`src/rtl/mem_arbiter.sv`:
```
`timescale 1ns/1ps
// Two-port arbiter for a 64Kx8 single-port SRAM: lock, fixed/round-robin priority, starvation escape.
// Grant is combinational (0 cycles), read data returns 1 cycle after grant; a losing port holds REQ until granted.
module mem_arbiter #(
  parameter int RR_MODE      = 0,
  parameter int STARVE_LIMIT = 4,
  parameter int CNT_W        = 4
) (
  input  logic        CLK,
  input  logic        RESET_N,
  input  logic        REQ0,
  input  logic        REQ1,
  input  logic        WE0,
  input  logic        WE1,
  input  logic [15:0] ADDR0,
  input  logic [15:0] ADDR1,
  input  logic [7:0]  WDATA0,
  input  logic [7:0]  WDATA1,
  input  logic        LOCK0,
  input  logic        LOCK1,
  output logic        GNT0,
  output logic        GNT1,
  output logic        RVALID0,
  output logic        RVALID1,
  output logic [7:0]  RDATA,
  output logic        MEM_WE,
  output logic [15:0] MEM_ADDR,
  output logic [7:0]  MEM_DIN,
  input  logic [7:0]  MEM_DOUT
);

  typedef struct packed {
    logic        we;
    logic [15:0] addr;
    logic [7:0]  wdata;
  } acc_t;

  localparam logic [CNT_W-1:0] LIMIT     = CNT_W'(STARVE_LIMIT);
  localparam bit               STARVE_EN = (STARVE_LIMIT != 0);
  localparam bit               RR_EN     = (RR_MODE != 0);

  logic             lock_valid;
  logic             lock_id;
  logic             last_winner;
  logic [CNT_W-1:0] starve_cnt;
  logic             pick0;
  logic             pick1;
  logic             owner_req;
  logic             owner_gnt;
  acc_t             acc0;
  acc_t             acc1;
  acc_t             acc_sel;

  assign acc0 = '{we: WE0, addr: ADDR0, wdata: WDATA0};
  assign acc1 = '{we: WE1, addr: ADDR1, wdata: WDATA1};

  always_comb begin
    pick0 = 1'b0;
    pick1 = 1'b0;
    if (lock_valid) begin
      if (lock_id) pick1 = REQ1;
      else         pick0 = REQ0;
    end else if (REQ0 && REQ1) begin
      if (RR_EN) begin
        // last_winner resets to 1, so the first contention goes to port 0
        pick0 = last_winner;
        pick1 = ~last_winner;
      end else if (STARVE_EN && (starve_cnt == LIMIT)) begin
        pick1 = 1'b1;
      end else begin
        pick0 = 1'b1;
      end
    end else begin
      pick0 = REQ0;
      pick1 = REQ1;
    end
  end

  // Grants are forced low for the whole reset assertion, not just at the edge.
  assign GNT0 = pick0 & RESET_N;
  assign GNT1 = pick1 & RESET_N;

  // Idle cycles present port 0's address as a harmless read.
  assign acc_sel  = GNT1 ? acc1 : acc0;
  assign MEM_WE   = (GNT0 | GNT1) & acc_sel.we;
  assign MEM_ADDR = acc_sel.addr;
  assign MEM_DIN  = acc_sel.wdata;
  assign RDATA    = MEM_DOUT;

  assign owner_req = lock_id ? REQ1 : REQ0;
  assign owner_gnt = lock_id ? GNT1 : GNT0;

  always_ff @(posedge CLK or negedge RESET_N) begin
    if (!RESET_N) begin
      RVALID0 <= 1'b0;
      RVALID1 <= 1'b0;
    end else begin
      RVALID0 <= GNT0 & ~WE0;
      RVALID1 <= GNT1 & ~WE1;
    end
  end

  always_ff @(posedge CLK or negedge RESET_N) begin
    if (!RESET_N) begin
      lock_valid <= 1'b0;
      lock_id    <= 1'b0;
    end else if (GNT0 && LOCK0) begin
      lock_valid <= 1'b1;
      lock_id    <= 1'b0;
    end else if (GNT1 && LOCK1) begin
      lock_valid <= 1'b1;
      lock_id    <= 1'b1;
    end else if (lock_valid && (owner_gnt || !owner_req)) begin
      // final unlocked access, or the owner walked away
      lock_valid <= 1'b0;
    end
  end

  always_ff @(posedge CLK or negedge RESET_N) begin
    if (!RESET_N) begin
      last_winner <= 1'b1;
    end else if (GNT0) begin
      last_winner <= 1'b0;
    end else if (GNT1) begin
      last_winner <= 1'b1;
    end
  end

  // Counts port 1 denials even while locked out, so it fires right after release.
  always_ff @(posedge CLK or negedge RESET_N) begin
    if (!RESET_N) begin
      starve_cnt <= '0;
    end else if (RR_EN || GNT1 || !REQ1) begin
      starve_cnt <= '0;
    end else if (starve_cnt != LIMIT) begin
      starve_cnt <= starve_cnt + CNT_W'(1);
    end
  end

endmodule

```
`config.mk`:
```
export PLATFORM = sky130hd
export DESIGN_NAME = mem_arbiter
export DESIGN_NICKNAME = d
export VERILOG_FILES = /design/src/rtl/mem_arbiter.sv
export SDC_FILE = /design/constraint.sdc
export NUM_CORES = 1
export LEC_CHECK = 0
export CAP_MARGIN = 30
export CORE_MARGIN = 5
export CORE_UTILIZATION = 30
export CTS_CLUSTER_DIAMETER = 200
export DETAILED_ROUTE_END_ITERATION = 10
export PLACE_DENSITY = 0.87
export RECOVER_POWER = 100
export SYNTH_ARGS = -nofsm -noshare
export SYNTH_HDL_FRONTEND = slang
export SYNTH_SLANG_ARGS = --single-unit
```
`constraint.sdc`:
```
create_clock -name CLK -period 5.2 [get_ports CLK]
set_clock_uncertainty 0.2 [all_clocks]
set_input_delay 1.04 -clock CLK [delete_from_list [all_inputs] [get_ports CLK]]
set_output_delay 1.04 -clock CLK [all_outputs]
set_load 0.01 [all_outputs]
```
Word level (Yosys, flattened, before mapping)
Index checks and enable logic that the tools add are counted.
- register bits: 8
- add/sub/neg operators: 1
- eq/ne operators: 2
- muxes and demuxes: 18
- bitwise operators: 8
- reductions and logical operators: 11
- operators with widths (operator ; number):
    $mux W25 ; 1
    $mux W1 ; 15
    $mux W4 ; 2
    $and A1 B1 Y1 ; 5
    $add A4 B1 Y4 const B ; 1
    $eq A4 B3 Y1 const B ; 1
    $logic_and A1 B1 Y1 ; 4
    $ne A4 B3 Y1 const B ; 1
    $reduce_bool A2 Y1 ; 2
    $reduce_bool A3 Y1 ; 1
    $logic_not A1 Y1 ; 2
    $logic_or A1 B1 Y1 ; 2
    $not A1 Y1 ; 2
    $or A1 B1 Y1 ; 1

Depth between registers and ports, before layout
- depth in word-level cells: 11
- depth in mapped cells: 9

Least setup slack after synthesis
No wires, ideal clock.
- path type: input -> output
- start: input REQ0
- end: output MEM_ADDR[0]
- arrival: 2.008 ns
- setup slack: 1.952 ns
- cell stages on the path: 5
- path buffers: 2
- cell sequence: and3_4 > or2_1 > buf_6 > buf_12 > mux2_4
- cells in the longest elaborated chain, start to end: 5
- RTL lines (what ; RTL line ; source):
    start: declaration ; 11 ; input logic REQ0,
    $logic_and A1 B1 Y1 ; 63 ; end else if (REQ0 && REQ1) begin
    $mux W1 ; 63 ;
    $mux W1 ; 60 ; if (lock_valid) begin
    $and A1 B1 Y1 ; 81 ; assign GNT1 = pick1 & RESET_N;
    $mux W25 ; 84 ; assign acc_sel = GNT1 ? acc1 : acc0;
    end: declaration ; 27 ; output logic [15:0] MEM_ADDR,
Every way passes these cells.

Worst setup path after layout
- start: input RESET_N
- end: output MEM_ADDR[13]
- cells in the longest elaborated chain, start to end: 2
- RTL lines (what ; RTL line ; source):
    start: declaration ; 10 ; input logic RESET_N,
    $and A1 B1 Y1 ; 81 ;
    $mux W25 ; 84 ;
Every way passes these cells.

==> results.py <==
metrics = {
    "outcome": {
        "outcome": "finished clean",
    },
    "die": {
        "dieArea_mm2": 0.00415,
        "ios": 101,
        "core_mm2": 0.00281,
        "initial_core_util_pct": 31.7,
        "die_w_um": 64.4,
        "rows": 19,
        "die_h_um": 64.4,
    },
    "timing": {
        "rsz0062_at_grt": "no",
        "finalCritPeriodShare_pct": 87.5,
        "slew_headroom_pct": 70.5,
        "slew_viol_final": 0,
        "hold_viol_final": 0,
        "worst_pin_slew_ns": 0.441,
        "finalSetupViolCount": 0,
        "min_period_ns": 4.55,
        "fmax_mhz": 220,
        "tns_ns": 0,
    },
    "power_and_ir_drop": {
        "leakage_nw": 0.779,
        "power_density_mw_per_mm2": 158,
        "ir_drop_mv": 0.0976,
    },
    "global_routing": {
        "track_usage_pct": 15.2,
        "grt_pass1_wl_mm": 4.85,
        "grt_pass1_vias": 918,
        "overflow": 0,
        "grt_max_degree": 27,
        "antenna_found_initial": 0,
    },
    "route": {
        "first_pass_iters": 3,
        "drtAntennaViolNets": 0,
        "drc": 0,
        "wl_per_cell_um": 17.9,
        "initialDrtViolationCount": 18,
        "via_per_inst": 4.76,
        "vias": 900,
        "wl_mm": 3.39,
    },
    "critical_path": {
        "required_ns": 3.96,
        "rr_worst_depth": 7,
        "startpoint": "RESET_N",
        "cp.arrival_ns": 3.31,
        "setup.worst_path.end": "MEM_ADDR[13]",
        "startpoint_type": "input pin",
        "crit_path_end_kind": "output port",
        "crit_type": "in -> out",
        "worst-path-max-fanout": 26,
        "r2r-end": "RVALID1$_DFF_PN0_",
        "r2r_slack_ns": 3.29,
        "r2r_start": "starve_cnt[0]$_DFFE_PN0P_",
    },
    "clock_network": {
        "cts_tree": "yes",
        "cts.hold.buffers_added": 0,
        "post_cts_buffers": 0,
        "cts_root_buf": "clkbuf_4",
        "clkLatencyLatePin_ns": 0.26,
        "cts_made_buffers": 3,
        "cts_resized": 0,
        "cts.clk_slew.worst_paths_ns": 0.05,
        "clock_path_buffers": 2,
        "cts.sinks": 8,
        "cts_max_level": 1,
    },
    "cells_and_area": {
        "area_growth_pct": 90.7,
        "fin_nets": 226,
        "drive_gt1_share_pct": 19.6,
        "antenna_cells": 0,
        "utilization_pct": 60.4,
    },
    "place": {
        "io_buffers": 84,
        "dp_hpwl_mm": 2.99,
        "gp_congestion": 0.792,
    },
    "min_path": {
        "hold_start": "starve_cnt[3]$_DFFE_PN0P_",
        "hp-class": "reg -> reg",
        "min_path_cells": 2,
    },
    "yosys": {
        "syn-cell-area_um2": 888,
        "synthDistinctLibCells": 26,
        "ys_ff_latch": 8,
        "yosysSeqAreaShare_pct": 22.5,
        "synth_nets": 146,
        "postSynthAreaPerCell_um2": 11.1,
        "syn_inst": 80,
        "ys_warn_count": 0,
    },
    "job": {
        "drv_cap": 0,
    },
}
cell families (layout without fill, tap and decap cells):
logic type	count (synthesis)	after routing	share of synthesized area (%)
buf+inv	15	93	14.2
flops	8	8	22.5
mux	25	25	39.2
compound gates	8	8	5.92
xor+xnor	2	2	1.97
fa+ha+maj	2	2	2.82
simple gates	20	20	13.4
critical path, stage by stage:
cell	delay, ns
dlygate4sd3_1	0.53
buf_4	0.19
nand3_1	0.11
or2_1	0.10
buf_4	0.36
mux2_2	0.38
dlygate4sd3_1	0.61
layer usage:
metal | GRT usage [%] | share of wire, %
met5 | 0 | 0
met1 | 16.2 | 37
met3 | 5.87 | 13
met2 | 27.4 | 49
met4 | 5.01 | 0.94
cells in the final DEF (no fill, tap or decap), drive strengths merged, types with 3 or more instances in the layout:
master	synthesis	routed
a21oi	3	3
nand2	3	3
mux2	24	24
dlygate4sd3	0	30
clkbuf	0	3
nor2	6	6
dfrtp	8	8
nand3	3	3
clkdlybuf4s50	0	54
inv	4	4
final cells by class:
type                    instances  area (µm²)
multi-input cells              57         562
clock buffers                   3        22.5
well taps                      31        38.8
flip-flops and latches          8         200
fillers                       227        1110
repair buffers                 86         856
inverters                       4        15.0
synthesized netlist by cell type:
master	number	area, µm²
a211o_1	1	8.76
dfrtp_1	8	200
xnor2_1	2	17.5
o21ai_0	1	5.00
a21oi_1	3	15.0
mux2i_1	1	10.0
nor3b_1	2	15.0
mux2_4	18	270
nor2b_1	1	6.26
and3_4	1	11.3
nand3b_4	1	20.0
inv_1	4	15.0
mux2_2	6	67.6
ha_1	2	25.0
a22o_1	1	8.76
nand3_1	3	15.0
buf_12	2	40.0
a2bb2oi_1	1	8.76
nor2_1	6	22.5
buf_4	8	60.1
buf_6	1	11.3
or2_1	1	6.26
nor3_1	1	5.00
a31oi_1	1	6.26
nand2_1	3	11.3
nand2b_1	1	6.26
flip-flops by register name (all words and copies together) (netlist names):
signal      flops
lock_valid      1
starve_cnt      4
RVALID1         1
lock_id         1
RVALID0         1
where the power goes:
part           switching (mW)  internal [mW]
clock                  0.0225         0.0265
sequential            0.00565         0.0684
combinational          0.0490         0.0955
total                  0.0772          0.190
how the worst min path moves through the flow:
stage,to,slack [ns]
finish,starve_cnt[3]$_DFFE_PN0P_,0.38
global route,lock_id$_DFFE_PN0P_,0.42
CTS,starve_cnt[3]$_DFFE_PN0P_,0.38
detailed placement,starve_cnt[3]$_DFFE_PN0P_,0.38
global placement,starve_cnt[3]$_DFFE_PN0P_,0.35
floorplan,starve_cnt[3]$_DFFE_PN0P_,0.33
through the flow:
step	hold WS (ns)	total power [mW]	instance area (µm²)	setup slack [ns]	std cells
floorplan	0.329	0.152	888	1.95	80
detailed placement	0.376	0.228	1670	0.856	186
finish	0.377	0.268	1690	0.649	189
global route	0.416	0.281	1690	0.526	189
CTS	0.382	0.278	1690	0.859	189
global placement	0.353	0.223	1670	0.890	186
(Power assumes the default switching activity.)
